--- src/rtl/mips_pkg.sv ---
// Shared types and constants for the MIPS pipeline front end.
package mips_pkg;

  localparam int unsigned XLEN      = 32;
  localparam int unsigned JIDX_W    = 26;
  localparam int unsigned REGION_W  = 4;
  localparam int unsigned CNT_W     = 16;

  localparam logic [XLEN-1:0] RESET_PC_DEF  = 32'h0000_0000;
  localparam logic [XLEN-1:0] NOP_INSTR_DEF = 32'h0000_0000;

  typedef enum logic [1:0] {
    PCSEL_SEQ = 2'd0,
    PCSEL_BR  = 2'd1,
    PCSEL_J   = 2'd2,
    PCSEL_JR  = 2'd3
  } pcsel_e;

  typedef struct packed {
    logic [XLEN-1:0] instr;
    logic [XLEN-1:0] pc_plus4;
    logic            valid;
  } ifid_t;

  // J-type target: upper region of PC+4, 26-bit word index, word aligned.
  function automatic logic [XLEN-1:0] jump_target(
    input logic [REGION_W-1:0] region,
    input logic [JIDX_W-1:0]   index
  );
    return {region, index, 2'b00};
  endfunction

endpackage

--- src/rtl/pc_select.sv ---
// Next-PC priority select (JR > J > branch > sequential) and PC load enable.
module pc_select
  import mips_pkg::*;
(
  input  logic [XLEN-1:0]     pc,
  input  logic [REGION_W-1:0] region,
  input  logic [JIDX_W-1:0]   jump_index,
  input  logic [XLEN-1:0]     branch_target,
  input  logic [XLEN-1:0]     jr_target,
  input  logic                src_pc,
  input  logic                jump,
  input  logic                jreg,
  input  logic                write_pc,
  output logic [XLEN-1:0]     pc_plus4_c,
  output logic [XLEN-1:0]     next_pc_c,
  output logic                redirect_c,
  output logic                pc_load_c
);

  pcsel_e sel;

  assign pc_plus4_c = pc + XLEN'(4);

  always_comb begin
    sel = PCSEL_SEQ;
    if (jreg) begin
      sel = PCSEL_JR;
    end else if (jump) begin
      sel = PCSEL_J;
    end else if (src_pc) begin
      sel = PCSEL_BR;
    end
  end

  always_comb begin
    next_pc_c = pc_plus4_c;
    unique case (sel)
      PCSEL_JR:  next_pc_c = jr_target;
      PCSEL_J:   next_pc_c = jump_target(region, jump_index);
      PCSEL_BR:  next_pc_c = branch_target;
      default:   next_pc_c = pc_plus4_c;
    endcase
  end

  // Redirects override a load-use stall on the PC.
  assign redirect_c = jreg | jump | src_pc;
  assign pc_load_c  = redirect_c | write_pc;

endmodule

--- src/rtl/fetch_stage.sv ---
// Instruction fetch: PC register, IF/ID pipeline register, optional perf
// counters enabled by FETCH_PERF_CNT_EN.
module fetch_stage
  import mips_pkg::*;
#(
  parameter logic [XLEN-1:0] RESET_PC  = RESET_PC_DEF,
  parameter logic [XLEN-1:0] NOP_INSTR = NOP_INSTR_DEF
) (
  input  logic            clk,
  input  logic            rst_n,
  input  logic            writePCounter,
  input  logic            writeIfId,
  input  logic            flushIfId,
  input  logic            SRCPCounter,
  input  logic            Jump,
  input  logic            JRegister,
  input  logic [XLEN-1:0] branchTarget,
  input  logic [XLEN-1:0] jrTarget,
  output logic [XLEN-1:0] imemAddr,
  input  logic [XLEN-1:0] imemData,
  output logic [XLEN-1:0] instrIfId,
  output logic [XLEN-1:0] pcPlus4IfId,
`ifdef FETCH_PERF_CNT_EN
  output logic [CNT_W-1:0] stallCount,
  output logic [CNT_W-1:0] flushCount,
`endif
  output logic            validIfId
);

  logic [XLEN-1:0] pc;
  logic [XLEN-1:0] pc_plus4;
  logic [XLEN-1:0] next_pc;
  logic            redirect;
  logic            pc_load;
  ifid_t           ifid;

  pc_select u_pc_select (
    .pc            (pc),
    .region        (ifid.pc_plus4[XLEN-1 -: REGION_W]),
    .jump_index    (ifid.instr[JIDX_W-1:0]),
    .branch_target (branchTarget),
    .jr_target     (jrTarget),
    .src_pc        (SRCPCounter),
    .jump          (Jump),
    .jreg          (JRegister),
    .write_pc      (writePCounter),
    .pc_plus4_c    (pc_plus4),
    .next_pc_c     (next_pc),
    .redirect_c    (redirect),
    .pc_load_c     (pc_load)
  );

  always_ff @(posedge clk or negedge rst_n) begin
    if (!rst_n) begin
      pc <= RESET_PC;
    end else if (pc_load) begin
      pc <= next_pc;
    end
  end

  // Flush beats write enable; flushed slot carries a NOP bubble.
  always_ff @(posedge clk or negedge rst_n) begin
    if (!rst_n) begin
      ifid <= '{instr: NOP_INSTR, pc_plus4: '0, valid: 1'b0};
    end else if (flushIfId) begin
      ifid <= '{instr: NOP_INSTR, pc_plus4: '0, valid: 1'b0};
    end else if (writeIfId) begin
      ifid <= '{instr: imemData, pc_plus4: pc_plus4, valid: 1'b1};
    end
  end

  assign imemAddr    = pc;
  assign instrIfId   = ifid.instr;
  assign pcPlus4IfId = ifid.pc_plus4;
  assign validIfId   = ifid.valid;

`ifdef FETCH_PERF_CNT_EN
  localparam logic [CNT_W-1:0] CNT_MAX = '1;

  logic [CNT_W-1:0] stall_cnt;
  logic [CNT_W-1:0] flush_cnt;

  // Saturating event counters; a redirected cycle is not a stall.
  always_ff @(posedge clk or negedge rst_n) begin
    if (!rst_n) begin
      stall_cnt <= '0;
      flush_cnt <= '0;
    end else begin
      if (!writePCounter && !redirect && (stall_cnt != CNT_MAX)) begin
        stall_cnt <= stall_cnt + CNT_W'(1);
      end
      if (flushIfId && (flush_cnt != CNT_MAX)) begin
        flush_cnt <= flush_cnt + CNT_W'(1);
      end
    end
  end

  assign stallCount = stall_cnt;
  assign flushCount = flush_cnt;
`endif

endmodule

--- config.mk ---
export PLATFORM = sky130hd
export DESIGN_NAME = fetch_stage
export DESIGN_NICKNAME = d
export VERILOG_FILES = /design/src/rtl/mips_pkg.sv /design/src/rtl/pc_select.sv /design/src/rtl/fetch_stage.sv
export SDC_FILE = /design/constraint.sdc
export NUM_CORES = 1
export LEC_CHECK = 0
export CAP_MARGIN = 25
export CORE_ASPECT_RATIO = 1.75
export CORE_MARGIN = 5
export CORE_UTILIZATION = 45
export DETAILED_ROUTE_END_ITERATION = 7
export PLACE_DENSITY = 0.79
export SETUP_SLACK_MARGIN = 0.15
export SLEW_MARGIN = 10
export SYNTH_ARGS = -nofsm -noshare
export SYNTH_HDL_FRONTEND = slang
export SYNTH_HIERARCHICAL = 1
export SYNTH_SLANG_ARGS = --single-unit
--- constraint.sdc ---
create_clock -name clk -period 5.1 [get_ports clk]
set_clock_uncertainty 0.1 [all_clocks]
set_input_delay 1.02 -clock clk [delete_from_list [all_inputs] [get_ports clk]]
set_output_delay 1.02 -clock clk [all_outputs]
set_load 0.03 [all_outputs]
Word-level counts from Yosys, hierarchy flattened
Cells that the tools add are included.
W data, S select, Z words.
{"block": "word_totals", "regBits": 97, "input_bits": 104, "out_inout_bits": 97, "wordCells": 18}
{"block": "classes", "addsub": 1, "n_eq_ne": 3, "mux": 6, "bitwise": 3, "reduce_logical": 1}
{"op": "$mux W65", "count": 2}
{"op": "$pmux W32 S3", "count": 1}
{"op": "$add A32 B3 Y32 const B", "count": 1}
{"op": "$eq A2 B2 Y1 const B", "count": 2}
{"op": "$mux W2", "count": 2}
{"op": "$or A1 B1 Y1", "count": 3}
{"op": "$eq A2 B1 Y1 const B", "count": 1}
{"op": "$reduce_bool A2 Y1", "count": 1}
{"op": "$mux W1", "count": 1}

Depth between registers and ports, before layout
{"block": "logic_depth", "word_depth": 5, "mapped_depth": 8, "depth_no_buf": 7}

Modules after synthesis
Netlist, hierarchy kept.
{"mod": "fetch_stage", "instances": 1, "cells_each": 277, "area_each_um2": 3837.4}
{"mod": "pc_select", "instances": 1, "cells_each": 248, "area_each_um2": 1522.7}

Worst setup path after synthesis
No wires, ideal clock.
{"block": "synth_path", "path_type": "reg-to-reg", "startpoint": "reg pc[6], in the netlist imemAddr[6]", "endpoint": "reg pc[28], in the netlist imemAddr[28]", "setup_time_ns": 0.127, "arrival_ns": 2.301, "path_slack_ns": 2.571, "path_stages_with_launch": 8, "path_buffers": 2, "period_less_slack_ns": 2.529, "path_cell_list": "dfrtp_1 > nand4_4 > or4_1 > buf_2 > buf_6 > o21a_1 > o31a_1 > mux2_1"}
{"block": "synth_via", "elab_chain_len": 2}
{"element": "start, declared", "line": "fetch_stage.sv:30", "source": "logic [XLEN-1:0] pc;"}
{"element": "start signal, assigned", "line": "fetch_stage.sv:57", "source": "pc <= next_pc;"}
{"element": "$add A32 B3 Y32", "line": "pc_select.sv:22", "source": "assign pc_plus4_c = pc + XLEN'(4);"}
{"element": "$pmux W32 S3", "line": "pc_select.sv:37", "source": "unique case (sel)"}
{"element": "named net next_pc[28]", "line": "fetch_stage.sv:32", "source": "logic [XLEN-1:0] next_pc;"}
The timed path passes the listed nets, and every way through them passes these cells.
A chain may end at the register's enable or synchronous reset.

Worst setup path after layout
{"block": "layout_path", "startpoint": "in Jump", "endpoint": "reg pc[26], in the netlist imemAddr[26]"}
{"block": "layout_via", "word_cells_on_any_way": 9}
{"element": "start, declared", "line": "fetch_stage.sv:15", "source": "input logic Jump,"}
{"element": "$or A1 B1 Y1 (2 in a row)", "line": "pc_select.sv:46", "source": "assign redirect_c = jreg | jump | src_pc;"}
{"element": "named net redirect", "line": "fetch_stage.sv:33", "source": "logic redirect;"}
{"element": "$or A1 B1 Y1", "line": "pc_select.sv:47", "source": "assign pc_load_c = redirect_c | write_pc;"}
The timed path passes the listed nets, and every way through them passes these cells.

==> impl_metrics.tcl <==
set metrics [dict create \
    status "complete, no violations" \
    drive_gt1_frac 0.06488 \
    seqPwrFrac 0.416 \
    dp_worst_setup_slack_ns 1.272 \
    numCtsBuffers 9 \
    grt.overflow.total 0 \
    ant_nets 0 \
    total_power_mw 2.183 \
    fill_cells 951 \
    syn2layout_area_growth_pct 42.58 \
    period_share 0.6879 \
    netlist_area_um2 5360 \
    num_antenna_cells 0 \
    worstPathArrival_ns 3.63 \
    syn_avg_cell_area_um2 10.21 \
    peakVddDrop_mv 0.1727 \
    fmax_mhz 285.0 \
    setup_viol_count_final 0 \
    yosysUniqueCellTypes 35 \
    synth_edf_count 0 \
    clock-sinks 97 \
    vias 4848 \
    clock_path_buffers 2 \
    grt_pass1_wl_mm 27.19 \
    clock_latency_ns 0.35 \
    utilization 0.6562 \
    min_period_ns 3.508 \
    async_flop_share 1.000 \
    tritoncts "yes" \
    fin_nets 809 \
    place.gp.congestion 0.8578 \
    grt_setup_unrepaired "no" \
    hold_violations 0 \
    clkPwrFrac 0.300 \
    vias_per_cell 5.744 \
    ys_ff_latch 97 \
    fin_ws_ns 1.592 \
    p_sw_mw 0.7153 \
    yosysWarnings 6 \
    critical_path_class "input pin to flop" \
    clkTransAtPathRegs_ns 0.07 \
    ctsHoldBuffers 0 \
    wl_per_cell_um 20.45 \
    fin_setup_tns_ns 0 \
    track_usage 0.2421 \
    io_pins 201 \
    start_util 0.4602 \
    hpwlAfterDp_mm 12.60 \
    first_pass_iters 5 \
    comb_power_share 0.285 \
    sw_frac_of_total 0.3276 \
    p_int_mw 1.468 \
    required_ns 5.22 \
    first_global_vias 5122 \
    synth_area_leaders "dfrtp_1 45%, mux2i_1 12%, mux2_1 6.7%, nor2_1 5.0%, o22ai_1 3.9%" \
    postCtsSetupBuffers 0 \
    netlist_top_cells_count "97 x dfrtp_1, 71 x nor2_1, 66 x mux2i_1, 44 x nand2_1, 33 x o22ai_1" \
    ys.flop_type "dfrtp_1" \
    synthCells 525 \
    port_buffers 200 \
    dieArea_um2 14280 \
    critPathLaunchType "input pin" \
    synth_top_area_share 0.4528 \
    die-width_um 92.50 \
    cts_root_buf "clkbuf_16" \
    yosysSeqAreaShare 0.4528 \
    htree_num_levels 3 \
    wl_mm 17.26 \
    die_h_um 154.4 \
    relSlewSlack 0.3977 \
    post_cts_resized 0 \
    grt_max_degree 66 \
    netlist.top_cell.by_area "dfrtp_1" \
    drc_errors 0 \
    drv_slew 0 \
    yosysMostFrequentCell "dfrtp_1" \
    coreArea_um2 11650 \
    path_max_fanout 20 \
    cap_violations 0 \
    hp-class "flop to flop" \
    num_rows 52 \
    drt_iter0_drc 202 \
    synth_nets 630 \
    tightest_slew_ns 0.8986 \
    powerDensity_nw_per_um2 285.7 \
    antenna_found_initial 0 \
    endpoint_kind "flop" \
    leakage_nw 3.304 \
]
==> routing by layer <==
layer | vias up | routed length [µm] | track usage
met4 | 0 | 608 | 0.09922
li1 | 2270 | - | -
met2 | 195 | 9568 | 0.4449
met1 | 2340 | 6158 | 0.2700
met3 | 43 | 920 | 0.04473
met5 | - | 0 | 0
==> cells by family (layout without fill, tap and decap cells) <==
| group | Yosys count | after routing | share of synthesized area |
|---|---|---|---|
| buf+inv | 49 | 233 | 0.05485 |
| fa+ha+maj | 1 | 1 | 0.002334 |
| compound gates | 96 | 96 | 0.1261 |
| mux | 98 | 98 | 0.1905 |
| simple gates | 171 | 171 | 0.1522 |
| xor+xnor | 13 | 13 | 0.02124 |
| flops | 97 | 97 | 0.4528 |
==> cell type report <==
| type | count | area [µm²] | area share |
|---|---|---|---|
| tap | 135 | 168.9 | 0.02210 |
| sequential | 97 | 2427 | 0.3176 |
| clock buffer | 10 | 239.0 | 0.03127 |
| inverter | 11 | 41.29 | 0.005403 |
| multi-input combinational | 379 | 2646 | 0.3463 |
| clock inverter | 6 | 42.54 | 0.005566 |
| timing repair buffer | 206 | 2077 | 0.2718 |
==> worst paths after layout <==
kind,start,end,slack (ns),depth (start not counted)
max,Jump,imemAddr[26],1.59,5
min,validIfId,validIfId,0.40,2
max reg2reg,imemAddr[6],imemAddr[26],2.51,5
min reg2reg,validIfId,validIfId,0.40,2
max in group asynchronous,rst_n,imemAddr[7],3.21,2
min in group asynchronous,rst_n,instrIfId[31],0.62,1
==> power groups by stage <==
stage / logic (mW) / clock network [mW] / registers, mW
3_3_place_gp: 0.607 / 0 / 0.916
3_5_place_dp: 0.618 / 0 / 0.920
5_1_grt: 0.662 / 0.695 / 0.920
6_report: 0.622 / 0.654 / 0.907
4_1_cts: 0.621 / 0.665 / 0.906
2_1_floorplan: 0.214 / 0 / 1.03
==> through the flow <==
stage,cell area (µm²),hold WS [ns],instances
after floorplan,5360,0.5583,525
after global placement,7306,0.3777,826
after detailed placement,7306,0.3848,826
after CTS,7587,0.4019,842
after global routing,7642,0.4330,844
final,7642,0.3993,844
==> critical path, stage by stage <==
cell             delay, ns
clkdlybuf4s50_1       0.50
nor3_2                0.78
inv_1                 0.60
o31a_1                0.43
mux2_1                0.30
==> sequential cells by signal, indices dropped and copies added, names as in the netlist <==
signal and flops:
pcPlus4IfId 32, validIfId 1, imemAddr 32, instrIfId 32
==> cell usage in the layout, fill, tap and decap left out, drive strengths merged, types with 4 or more instances in the layout <==
master / count
and4: 8
buf: 9
clkdlybuf4s50: 197
clkbuf: 10
o31a: 5
inv: 12
or4: 5
mux2i: 66
dfrtp: 97
a31oi: 14
nand4: 12
a21oi: 4
o221a: 11
o31ai: 6
mux2: 32
nand3: 8
xor2: 4
o21ai: 10
or2: 5
nor2: 71
o22ai: 33
o21a: 12
nor4: 5
nand2: 44
or3: 5
xnor2: 9
Power figures use the tool's default switching activity.
